`src/rtl/acc_muldiv_unit_if.sv`:
```
// Handshake/operand bundle between the control unit (master) and the mul/div unit (slave).
interface acc_muldiv_unit_if #(
  parameter int unsigned WIDTH = 16
);
  logic             start;
  logic [1:0]       op;
  logic [WIDTH-1:0] acc_in;
  logic [WIDTH-1:0] opnd_in;
  logic             busy;
  logic             done;
  logic             reg_w;
  logic [WIDTH-1:0] result;
  logic             ovf;
  logic             div0;

  modport master (
    output start, op, acc_in, opnd_in,
    input  busy, done, reg_w, result, ovf, div0
  );

  modport slave (
    input  start, op, acc_in, opnd_in,
    output busy, done, reg_w, result, ovf, div0
  );
endinterface

```
`src/rtl/acc_muldiv_unit.sv`:
```
// Iterative signed multiply/divide feeding the accumulator, one bit per cycle.
// Define ACC_MULDIV_DIV_EN to build the divider; otherwise DIV/REM act as the reserved op.
module acc_muldiv_unit #(
  parameter int unsigned WIDTH = 16
) (
  input logic              CLK,
  input logic              reset,
  acc_muldiv_unit_if.slave bus
);

  localparam int unsigned CW = $clog2(WIDTH + 1);
  localparam logic [1:0] OpMul = 2'b00;
`ifdef ACC_MULDIV_DIV_EN
  localparam logic [1:0] OpDiv = 2'b01;
  localparam logic [1:0] OpRem = 2'b10;
  localparam logic [WIDTH-1:0] MinMag = {1'b1, {(WIDTH-1){1'b0}}};
  localparam logic [WIDTH-1:0] OneW   = {{(WIDTH-1){1'b0}}, 1'b1};
`endif

  typedef enum logic [1:0] {StIdle, StRun, StDone} state_e;

  state_e             r_state;
  logic [1:0]         r_op;
  logic               r_sa, r_sb;
  logic [WIDTH-1:0]   r_a;
  logic [2*WIDTH-1:0] r_prod;
  logic [CW-1:0]      r_cnt;
  logic               r_busy, r_done, r_reg_w, r_ovf, r_div0;
  logic [WIDTH-1:0]   r_result;

  // Magnitudes are unsigned, so -2^(WIDTH-1) maps to 2^(WIDTH-1) without overflow.
  logic [WIDTH-1:0] w_a_mag, w_b_mag;
  assign w_a_mag = bus.acc_in[WIDTH-1]  ? -bus.acc_in  : bus.acc_in;
  assign w_b_mag = bus.opnd_in[WIDTH-1] ? -bus.opnd_in : bus.opnd_in;

  // Shift-add: high half accumulates, multiplier bits retire from the low end.
  logic [WIDTH:0]     w_mul_sum;
  logic [2*WIDTH-1:0] w_prod_nxt, w_prod_s;
  logic               w_mul_ovf;
  assign w_mul_sum  = {1'b0, r_prod[2*WIDTH-1:WIDTH]} + (r_prod[0] ? {1'b0, r_a} : '0);
  assign w_prod_nxt = {w_mul_sum, r_prod[WIDTH-1:1]};
  assign w_prod_s   = (r_sa ^ r_sb) ? -r_prod : r_prod;
  assign w_mul_ovf  = (w_prod_s[2*WIDTH-1:WIDTH-1] != '0) &&
                      (w_prod_s[2*WIDTH-1:WIDTH-1] != '1);

`ifdef ACC_MULDIV_DIV_EN
  logic [WIDTH-1:0] r_b, r_quo;
  logic [WIDTH:0]   r_rem;
  logic [WIDTH:0]   w_shift;
  logic             w_ge, w_b_zero;
  logic [WIDTH-1:0] w_quo_s, w_rem_s;
  assign w_shift  = {r_rem[WIDTH-1:0], r_quo[WIDTH-1]};
  assign w_ge     = (w_shift >= {1'b0, r_b});
  assign w_b_zero = (r_b == '0);
  assign w_quo_s  = (r_sa ^ r_sb) ? -r_quo : r_quo;
  assign w_rem_s  = r_sa ? -r_rem[WIDTH-1:0] : r_rem[WIDTH-1:0];
`endif

  logic [WIDTH-1:0] w_fin_result;
  logic             w_fin_ovf, w_fin_div0, w_fin_wr;

  always_comb begin
    w_fin_result = '0;
    w_fin_ovf    = 1'b0;
    w_fin_div0   = 1'b0;
    w_fin_wr     = 1'b0;
    case (r_op)
      OpMul: begin
        w_fin_result = w_prod_s[WIDTH-1:0];
        w_fin_ovf    = w_mul_ovf;
        w_fin_wr     = 1'b1;
      end
`ifdef ACC_MULDIV_DIV_EN
      OpDiv: begin
        // Raw quotient of x/0 is all ones in magnitude; force -1 regardless of sign.
        w_fin_result = w_b_zero ? '1 : w_quo_s;
        w_fin_div0   = w_b_zero;
        w_fin_ovf    = r_sa && r_sb && (r_a == MinMag) && (r_b == OneW);
        w_fin_wr     = 1'b1;
      end
      OpRem: begin
        w_fin_result = w_rem_s;
        w_fin_div0   = w_b_zero;
        w_fin_wr     = 1'b1;
      end
`endif
      default: ;
    endcase
  end

  always_ff @(posedge CLK or posedge reset) begin
    if (reset) begin
      r_state  <= StIdle;
      r_op     <= '0;
      r_sa     <= 1'b0;
      r_sb     <= 1'b0;
      r_a      <= '0;
      r_prod   <= '0;
      r_cnt    <= '0;
      r_busy   <= 1'b0;
      r_done   <= 1'b0;
      r_reg_w  <= 1'b0;
      r_ovf    <= 1'b0;
      r_div0   <= 1'b0;
      r_result <= '0;
`ifdef ACC_MULDIV_DIV_EN
      r_b      <= '0;
      r_quo    <= '0;
      r_rem    <= '0;
`endif
    end else begin
      r_done  <= 1'b0;
      r_reg_w <= 1'b0;
      unique case (r_state)
        StIdle: begin
          if (bus.start) begin
            r_state <= StRun;
            r_busy  <= 1'b1;
            r_op    <= bus.op;
            r_sa    <= bus.acc_in[WIDTH-1];
            r_sb    <= bus.opnd_in[WIDTH-1];
            r_a     <= w_a_mag;
            r_prod  <= {{WIDTH{1'b0}}, w_b_mag};
            r_cnt   <= '0;
            r_ovf   <= 1'b0;
            r_div0  <= 1'b0;
`ifdef ACC_MULDIV_DIV_EN
            r_b     <= w_b_mag;
            r_quo   <= w_a_mag;
            r_rem   <= '0;
`endif
          end
        end
        StRun: begin
          if (r_cnt != CW'(WIDTH)) begin
            r_prod <= w_prod_nxt;
            r_cnt  <= r_cnt + CW'(1);
`ifdef ACC_MULDIV_DIV_EN
            r_rem  <= w_ge ? (w_shift - {1'b0, r_b}) : w_shift;
            r_quo  <= {r_quo[WIDTH-2:0], w_ge};
`endif
          end else begin
            // Sign fix-up and result commit happen on the extra edge after the last bit.
            r_state  <= StDone;
            r_done   <= 1'b1;
            r_reg_w  <= w_fin_wr;
            r_result <= w_fin_result;
            r_ovf    <= w_fin_ovf;
            r_div0   <= w_fin_div0;
          end
        end
        StDone: begin
          r_state <= StIdle;
          r_busy  <= 1'b0;
        end
        default: r_state <= StIdle;
      endcase
    end
  end

  assign bus.busy   = r_busy;
  assign bus.done   = r_done;
  assign bus.reg_w  = r_reg_w;
  assign bus.result = r_result;
  assign bus.ovf    = r_ovf;
  assign bus.div0   = r_div0;

endmodule

```
`src/flat_wrapper.sv`:
```
// flat-port wrapper written by rule: the top's interface ports become plain ports
module acc_muldiv_unit_flat 
#(
  parameter int unsigned WIDTH = 16
)
  (CLK, reset, bus_start, bus_op, bus_acc_in, bus_opnd_in, bus_busy, bus_done, bus_reg_w, bus_result, bus_ovf, bus_div0);
  acc_muldiv_unit_if #(.WIDTH(WIDTH)) bus_i ();
  input logic CLK;
  input logic reset;
  input wire logic [$bits(bus_i.start)-1:0] bus_start;
  input wire logic [$bits(bus_i.op)-1:0] bus_op;
  input wire logic [$bits(bus_i.acc_in)-1:0] bus_acc_in;
  input wire logic [$bits(bus_i.opnd_in)-1:0] bus_opnd_in;
  output wire logic [$bits(bus_i.busy)-1:0] bus_busy;
  output wire logic [$bits(bus_i.done)-1:0] bus_done;
  output wire logic [$bits(bus_i.reg_w)-1:0] bus_reg_w;
  output wire logic [$bits(bus_i.result)-1:0] bus_result;
  output wire logic [$bits(bus_i.ovf)-1:0] bus_ovf;
  output wire logic [$bits(bus_i.div0)-1:0] bus_div0;
  assign bus_i.start = bus_start;
  assign bus_i.op = bus_op;
  assign bus_i.acc_in = bus_acc_in;
  assign bus_i.opnd_in = bus_opnd_in;
  assign bus_busy = bus_i.busy;
  assign bus_done = bus_i.done;
  assign bus_reg_w = bus_i.reg_w;
  assign bus_result = bus_i.result;
  assign bus_ovf = bus_i.ovf;
  assign bus_div0 = bus_i.div0;
  acc_muldiv_unit #(.WIDTH(WIDTH)) u_core (.CLK(CLK), .reset(reset), .bus(bus_i));
endmodule
```
`config.mk`:
```
export PLATFORM = sky130hd
export DESIGN_NAME = acc_muldiv_unit_flat
export DESIGN_NICKNAME = d
export VERILOG_FILES = /design/src/rtl/acc_muldiv_unit_if.sv /design/src/rtl/acc_muldiv_unit.sv /design/src/flat_wrapper.sv
export SDC_FILE = /design/constraint.sdc
export NUM_CORES = 1
export LEC_CHECK = 0
export ABC_CLOCK_PERIOD_IN_PS = 2360
export BUFFER_PORTS_ARGS = -buffer_cell sky130_fd_sc_hd__buf_2
export CORE_MARGIN = 2
export CORE_UTILIZATION = 52
export DETAILED_ROUTE_END_ITERATION = 6
export PLACE_DENSITY_LB_ADDON = 0.25
export SYNTH_ARGS = -nofsm -noshare
export SYNTH_HDL_FRONTEND = slang
export SYNTH_SLANG_ARGS = --single-unit
```
`constraint.sdc`:
```
create_clock -name CLK -period 2.36 [get_ports CLK]
set_input_delay 0.236 -clock CLK [delete_from_list [all_inputs] [get_ports CLK]]
set_output_delay 0.236 -clock CLK [all_outputs]
set_load 0.005 [all_outputs]
```
==> impl_metrics.toml, run 1 <==
[run_status]
status = "finished, violations left"
violations = "negative setup slack"

[sta]
min_period_over_period = 1.15
slew_headroom = 0.645
finalHoldViolations = 0
worst_pin_slew_ps = 531
fin_worst_skew_ps = 18.3
drv_slew = 0
max_freq_mhz = 370
setup_slack_ps = -344
min_period_ps = 2700
rsz0062_at_grt = "yes"
fin_tns_setup_ps = -954
finalSetupViolations = 8

[global_route]
antenna_found_initial = 0
grt_max_degree = 56
grt.total_usage = 0.276
grt_overflow = 0
grt_pass1_wl_um = 25000
grt_pass1_vias = 5237

[routing]
drc = 0
wire_per_inst_um = 16.3
via_per_inst = 5.78
dr.pass1.iters = 4
routed_wirelength_um = 15100
ant_nets = 0
drtIter0Drc = 314
vias = 5351

[setup_path]
cp-start-kind = "register"
cpMostUsedCell = "or4_4"
max_stage_delay_ps = 580
cp_slowest_cell = "or4_4"
cp.required_ps = 2600
reg2regPathDepth = 7
worstPathMaxFanout = 5
worstPathCellList = "or4_4 -> nor3_4 -> a41o_1 -> xor2_1 -> or4_4 -> o41ai_4 -> a21oi_1"
path_depth = 7
path_buf_inv = 0
critical_path_arrival_ps = 2950
critPathTopFamily = "simple AND/OR/NAND/NOR gates"
critPathKind = "reg2reg"
critPathCaptureType = "register"

[die]
initial_core_util = 0.535
die_area_um2 = 11500
pin_count = 58
row_count = 37
core_area_um2 = 10300
die_x_um = 107
die_y_um = 107

[job]
maxCapViolCount = 0

[cts]
clk_path_buf_depth = 2
cts_root_buffer = "clkbuf_8"
cts_buffers = 9
cts_sinks = 79
tritoncts = "yes"
h-tree-depth = 3
clk_pin_slew_worst_paths_ps = 90
insertion_delay_ps = 370

[power]
sw_frac_of_total = 0.437
p_comb_frac = 0.648
p_int_w = 0.00571
switchingPower_w = 0.00443
p_seq_frac = 0.237
p_total_w = 0.0101
powerDensity_nw_per_um2 = 1390
power.ir.vdd_worst_mv = 0.753
p_clk_frac = 0.115
p_leak_nw = 3.33

[layout]
final_nets = 844
layout-drive-gt1-share = 0.314
antennaDiodeCount = 0
area_delta_synth_final_pct = 31.5

[synthesis]
synth_cell_types = 59
avgSynthCellArea_um2 = 8.49
synth_top_cells_by_count = "nand2_1 (87), dfrtp_1 (79), o21ai_0 (77), xor2_1 (40), nor2_1 (37)"
synth_edf_count = 0
synthTopCellsByArea = "dfrtp_1 (36%), o21ai_0 (7.0%), xor2_1 (6.3%)"
ys_ff_latch = 79
netlist_instances = 651
synth_fa_ha_area_frac = 0.0512
synth_compound_area_frac = 0.201
synth_top_family_by_area = "simple AND/OR/NAND/NOR gates"
synth_simple_gate_area_share = 0.233
ys.flop_type = "dfrtp_1"
synth_nets = 710
synth_mux_area_frac = 0.00951
netlist_area_um2 = 5530
post-synth-top-count-cell = "nand2_1"
ys_async_sr_fraction = 1.00
yosysTopAreaCell = "dfrtp_1"
synth-xor-area-share = 0.0998
ys_warn_count = 0
ys_seq_area_frac = 0.358
synth_top_area_frac = 0.358

[worst_hold_path]
holdPathStages = 3
hold_class = "in2reg"

[place]
dpl.hpwl_um = 11000
place_congestion = 0.896
pre_cts_slack_ps = -244
port_buffers = 56
==> cell type report <==
| class | instances | area (um2) |
|---|---|---|
| Timing Repair Buffer | 161 | 1110 |
| Multi-Input combinational cell | 511 | 3690 |
| Clock inverter | 6 | 91.3 |
| Tap cell | 136 | 170 |
| Sequential cell | 79 | 1980 |
| Inverter | 23 | 86.3 |
| Fill cell | 777 | 3060 |
| Clock buffer | 10 | 138 |
==> sequential cells by signal (all words and copies together), names as in the netlist <==
name and cells:
u_core.r_sa 1, u_core.bus.result 16, u_core.r_a 16, u_core.bus.busy 1, u_core.bus.done 1, u_core.bus.reg_w 1, u_core.r_sb 1, u_core.r_op 2
u_core.r_prod 32, u_core.bus.ovf 1, u_core.r_state 2, u_core.r_cnt 5
==> cell usage in the layout, fill, tap and decap left out, drive strengths merged, types with 3 or more instances in the layout <==
cell	count
nor4	9
and2	19
clkbuf	10
a22oi	9
nand2	87
buf	160
nor2	37
or4	9
o31ai	14
nor3	15
a41oi	5
or3	11
xor2	40
a21oi	26
nand3	21
a31oi	5
ha	21
a32oi	6
nand2b	9
mux2i	3
and3	5
inv	25
or2	7
xnor2	23
nor2b	4
nand4	6
a211oi	4
o21ai	77
dfrtp	79
o41ai	7
a21o	6
==> worst reg2reg max path: cells and delay by family (launching register included) <==
family / cells / cell delay [ps]
AO/OA/AOI/OAI: 3 / 650
AND/OR/NAND/NOR: 3 / 1450
XOR/XNOR: 1 / 90
flip-flops: 1 / 390
==> final timing paths <==
| kind | startpoint | to | slack (ps) |
|---|---|---|---|
| max | u_core.r_prod[5]$_DFFE_PP0P_ | u_core.bus.ovf$_DFFE_PP0P_ | -340 |
| min | bus_op[0] | u_core.r_op[0]$_DFFE_PP0P_ | 50 |
| max reg2reg | u_core.r_prod[5]$_DFFE_PP0P_ | u_core.bus.ovf$_DFFE_PP0P_ | -340 |
| min reg2reg | u_core.bus.result[2]$_DFFE_PP0P_ | u_core.bus.result[2]$_DFFE_PP0P_ | 480 |
| max in group asynchronous | reset | u_core.r_prod[19]$_DFFE_PP0P_ | 1240 |
| min in group asynchronous | reset | u_core.bus.busy$_DFFE_PP0P_ | 430 |
==> per-stage QoR <==
step,utilization,instances,area [um2],hold slack [ps]
after floorplan,-,651,5540,341
after global placement,0.628,890,6480,287
after detailed placement,0.628,890,6480,309
after CTS,0.680,920,7020,54.6
after global routing,0.704,926,7270,68.4
final,0.704,926,7270,54.5
==> repair_timing <==
item,CTS,global route
hold buffers,1,0
pin swaps,27,44
hold endpoints to repair,22,0
gates resized for setup,43,38
setup endpoints to repair,8,12
buffers inserted,13,12
==> cell families after synthesis <==
logic type,count (synthesis)
other,1
XOR/XNOR,63
AO/OA/AOI/OAI,175
AND/OR/NAND/NOR,245
buffers and inverters,61
multiplexers,5
adder cells (fa/ha/maj),22
flip-flops,79
==> metal layers <==
metal | wire length [um] | vias up | track usage | share of wire
met5 | 0 | - | 0 | 0
li1 | - | 2600 | - | -
met4 | 348 | 0 | 0.0872 | 0.023
met1 | 6700 | 2552 | 0.361 | 0.44
met3 | 777 | 33 | 0.0353 | 0.051
met2 | 7280 | 166 | 0.475 | 0.48
==> power by group through the flow <==
stage          Combinational [W]  Sequential, W  Clock [W]
6_report                 0.00657        0.00240    0.00117
3_3_place_gp             0.00535        0.00235          0
2_1_floorplan            0.00344        0.00235          0
3_5_place_dp             0.00548        0.00238          0
4_1_cts                  0.00597        0.00238    0.00118
5_1_grt                  0.00717        0.00246    0.00123
Note: power is estimated with default switching activity, not from simulation.
==> inputs of run 2 (changes only) <==
CORE_ASPECT_RATIO = 2   (was not set)
==> impl_metrics.toml, run 2 (synthesis results as in run 1) <==
[cts]
clk_path_buf_depth = 2
h-tree-depth = 3
cts_sinks = 79
insertion_delay_ps = 350
holdBufCountCts = 0
cts_buffers = 9
clk_pin_slew_worst_paths_ps = 70
cts_root_buffer = "clkbuf_16"
tritoncts = "yes"

[sta]
setup_slack_ps = -239
min_period_ps = 2600
rsz0062_at_grt = "yes"
finalHoldViolations = 34
drv_slew = 0
fin_worst_skew_ps = 11.5
slew_headroom = 0.608
finalSetupViolations = 9
hold-worst-slack_ps = -26.4
max_freq_mhz = 385
min_period_over_period = 1.10
worst_pin_slew_ps = 588

[setup_path]
reg2reg_from = "u_core.r_prod[0]$_DFFE_PP0P_"
critPathKind = "reg2reg"
critical_path_arrival_ps = 2820
reg2regPathDepth = 13
rrSetupSlack_ps = -240
critPathCaptureType = "register"
r2r_end = "u_core.r_prod[30]$_DFFE_PP0P_"
cp-start-kind = "register"
worstPathMaxFanout = 6
critPathLaunch = "u_core.r_prod[0]$_DFFE_PP0P_"
cp.required_ps = 2580

[layout]
layout-drive-gt1-share = 0.324
largest_register_ffs = 32
fin_util = 0.705
antennaDiodeCount = 0
multi_input_area_um2 = 3670
final_cell_mix = "buf_4 (96), nand2_1 (86), dfrtp_1 (78)"
fillers = 844
final_nets = 845
layout_commonest_cell = "buf_4"
top_register = "u_core.r_prod"
regArea_um2 = 1980
area_delta_synth_final_pct = 32.7

[routing]
wire_per_inst_um = 19.0
drtIter0Drc = 343
drc = 0
vias = 5508
dr.pass1.iters = 5
via_per_inst = 5.94
routed_wirelength_um = 17600
ant_nets = 0

[place]
port_buffers = 56
pre_cts_slack_ps = -363
dpl.hpwl_um = 12900
place_congestion = 0.909

[global_route]
grt_overflow = 0
antenna_found_initial = 0
grt.total_usage = 0.312
grt_max_degree = 80
grt_pass1_wl_um = 27800
grt_pass1_vias = 5737

[die]
core_area_um2 = 10400
die_y_um = 150
die_area_um2 = 11500
die_x_um = 76.9
pin_count = 58
row_count = 53
initial_core_util = 0.531

[worst_hold_path]
hold_class = "in2async"

[run_status]
violations = "negative hold slack, negative setup slack"
status = "finished, violations left"

[power]
power.ir.vdd_worst_mv = 0.764
p_total_w = 0.0106
powerDensity_nw_per_um2 = 1440
p_leak_nw = 3.36

[job]
maxCapViolCount = 0
[run 2: repair_timing]
action	in CTS	in global routing
gates resized for setup	50	34
endpoints found under the hold margin	0	0
cloned	1	0
pin swaps	19	24
setup endpoints to repair	10	11
setup buffers	6	8
[run 2: routing by layer]
layer  vias up  GRT usage  wire length, um
met5         -          0                0
met4         0      0.251             1380
met3        75     0.0338              604
met2       178      0.612             9930
met1      2658      0.278             5680
li1       2597          -                -
[run 2: cell type report]
| type | instances | area share |
|---|---|---|
| multi-input cells | 511 | 0.500 |
| flip-flops and latches | 79 | 0.270 |
| repair buffers | 162 | 0.154 |
| clock buffers | 9 | 0.0307 |
| well taps | 137 | 0.0234 |
| inverters | 23 | 0.0118 |
| clock inverters | 7 | 0.0106 |
[run 2: where the power goes]
group	internal [W]	leakage, nW	switching, W
Combinational	0.00321	2.21	0.00353
Sequential	0.00192	1.00	0.000503
Clock	0.000830	0.147	0.000590
Total	0.00595	3.36	0.00462
[run 2: critical path, stage by stage (launching register included)]
cell and delay [ps]:
dfrtp_2 460, buf_4 170, buf_8 130, nand2_4 70, inv_2 40, ha_4 220, a211oi_4 310, o21a_1 200
nor3_2 60, o31ai_2 290, buf_4 180, a31oi_4 80, xnor2_1 170, o21ai_1 90
[run 2: worst max-delay path by stage]
stage,end,slack [ps],depth (start not counted)
after floorplan,u_core.bus.ovf$_DFFE_PP0P_,-140,8
after global placement,u_core.r_prod[30]$_DFFE_PP0P_,-300,12
after detailed placement,u_core.r_prod[30]$_DFFE_PP0P_,-360,12
after CTS,u_core.bus.ovf$_DFFE_PP0P_,-200,9
after global routing,u_core.r_prod[30]$_DFFE_PP0P_,-320,13
final,u_core.r_prod[30]$_DFFE_PP0P_,-240,13
[run 2: through the flow]
| step | TNS, ps | area (um2) | std cells |
|---|---|---|---|
| 2_1_floorplan | -239 | 5540 | 651 |
| 3_3_place_gp | -2120 | 6520 | 898 |
| 3_5_place_dp | -2630 | 6520 | 898 |
| 4_1_cts | -715 | 7150 | 921 |
| 5_1_grt | -2380 | 7340 | 928 |
| 6_report | -1580 | 7340 | 928 |
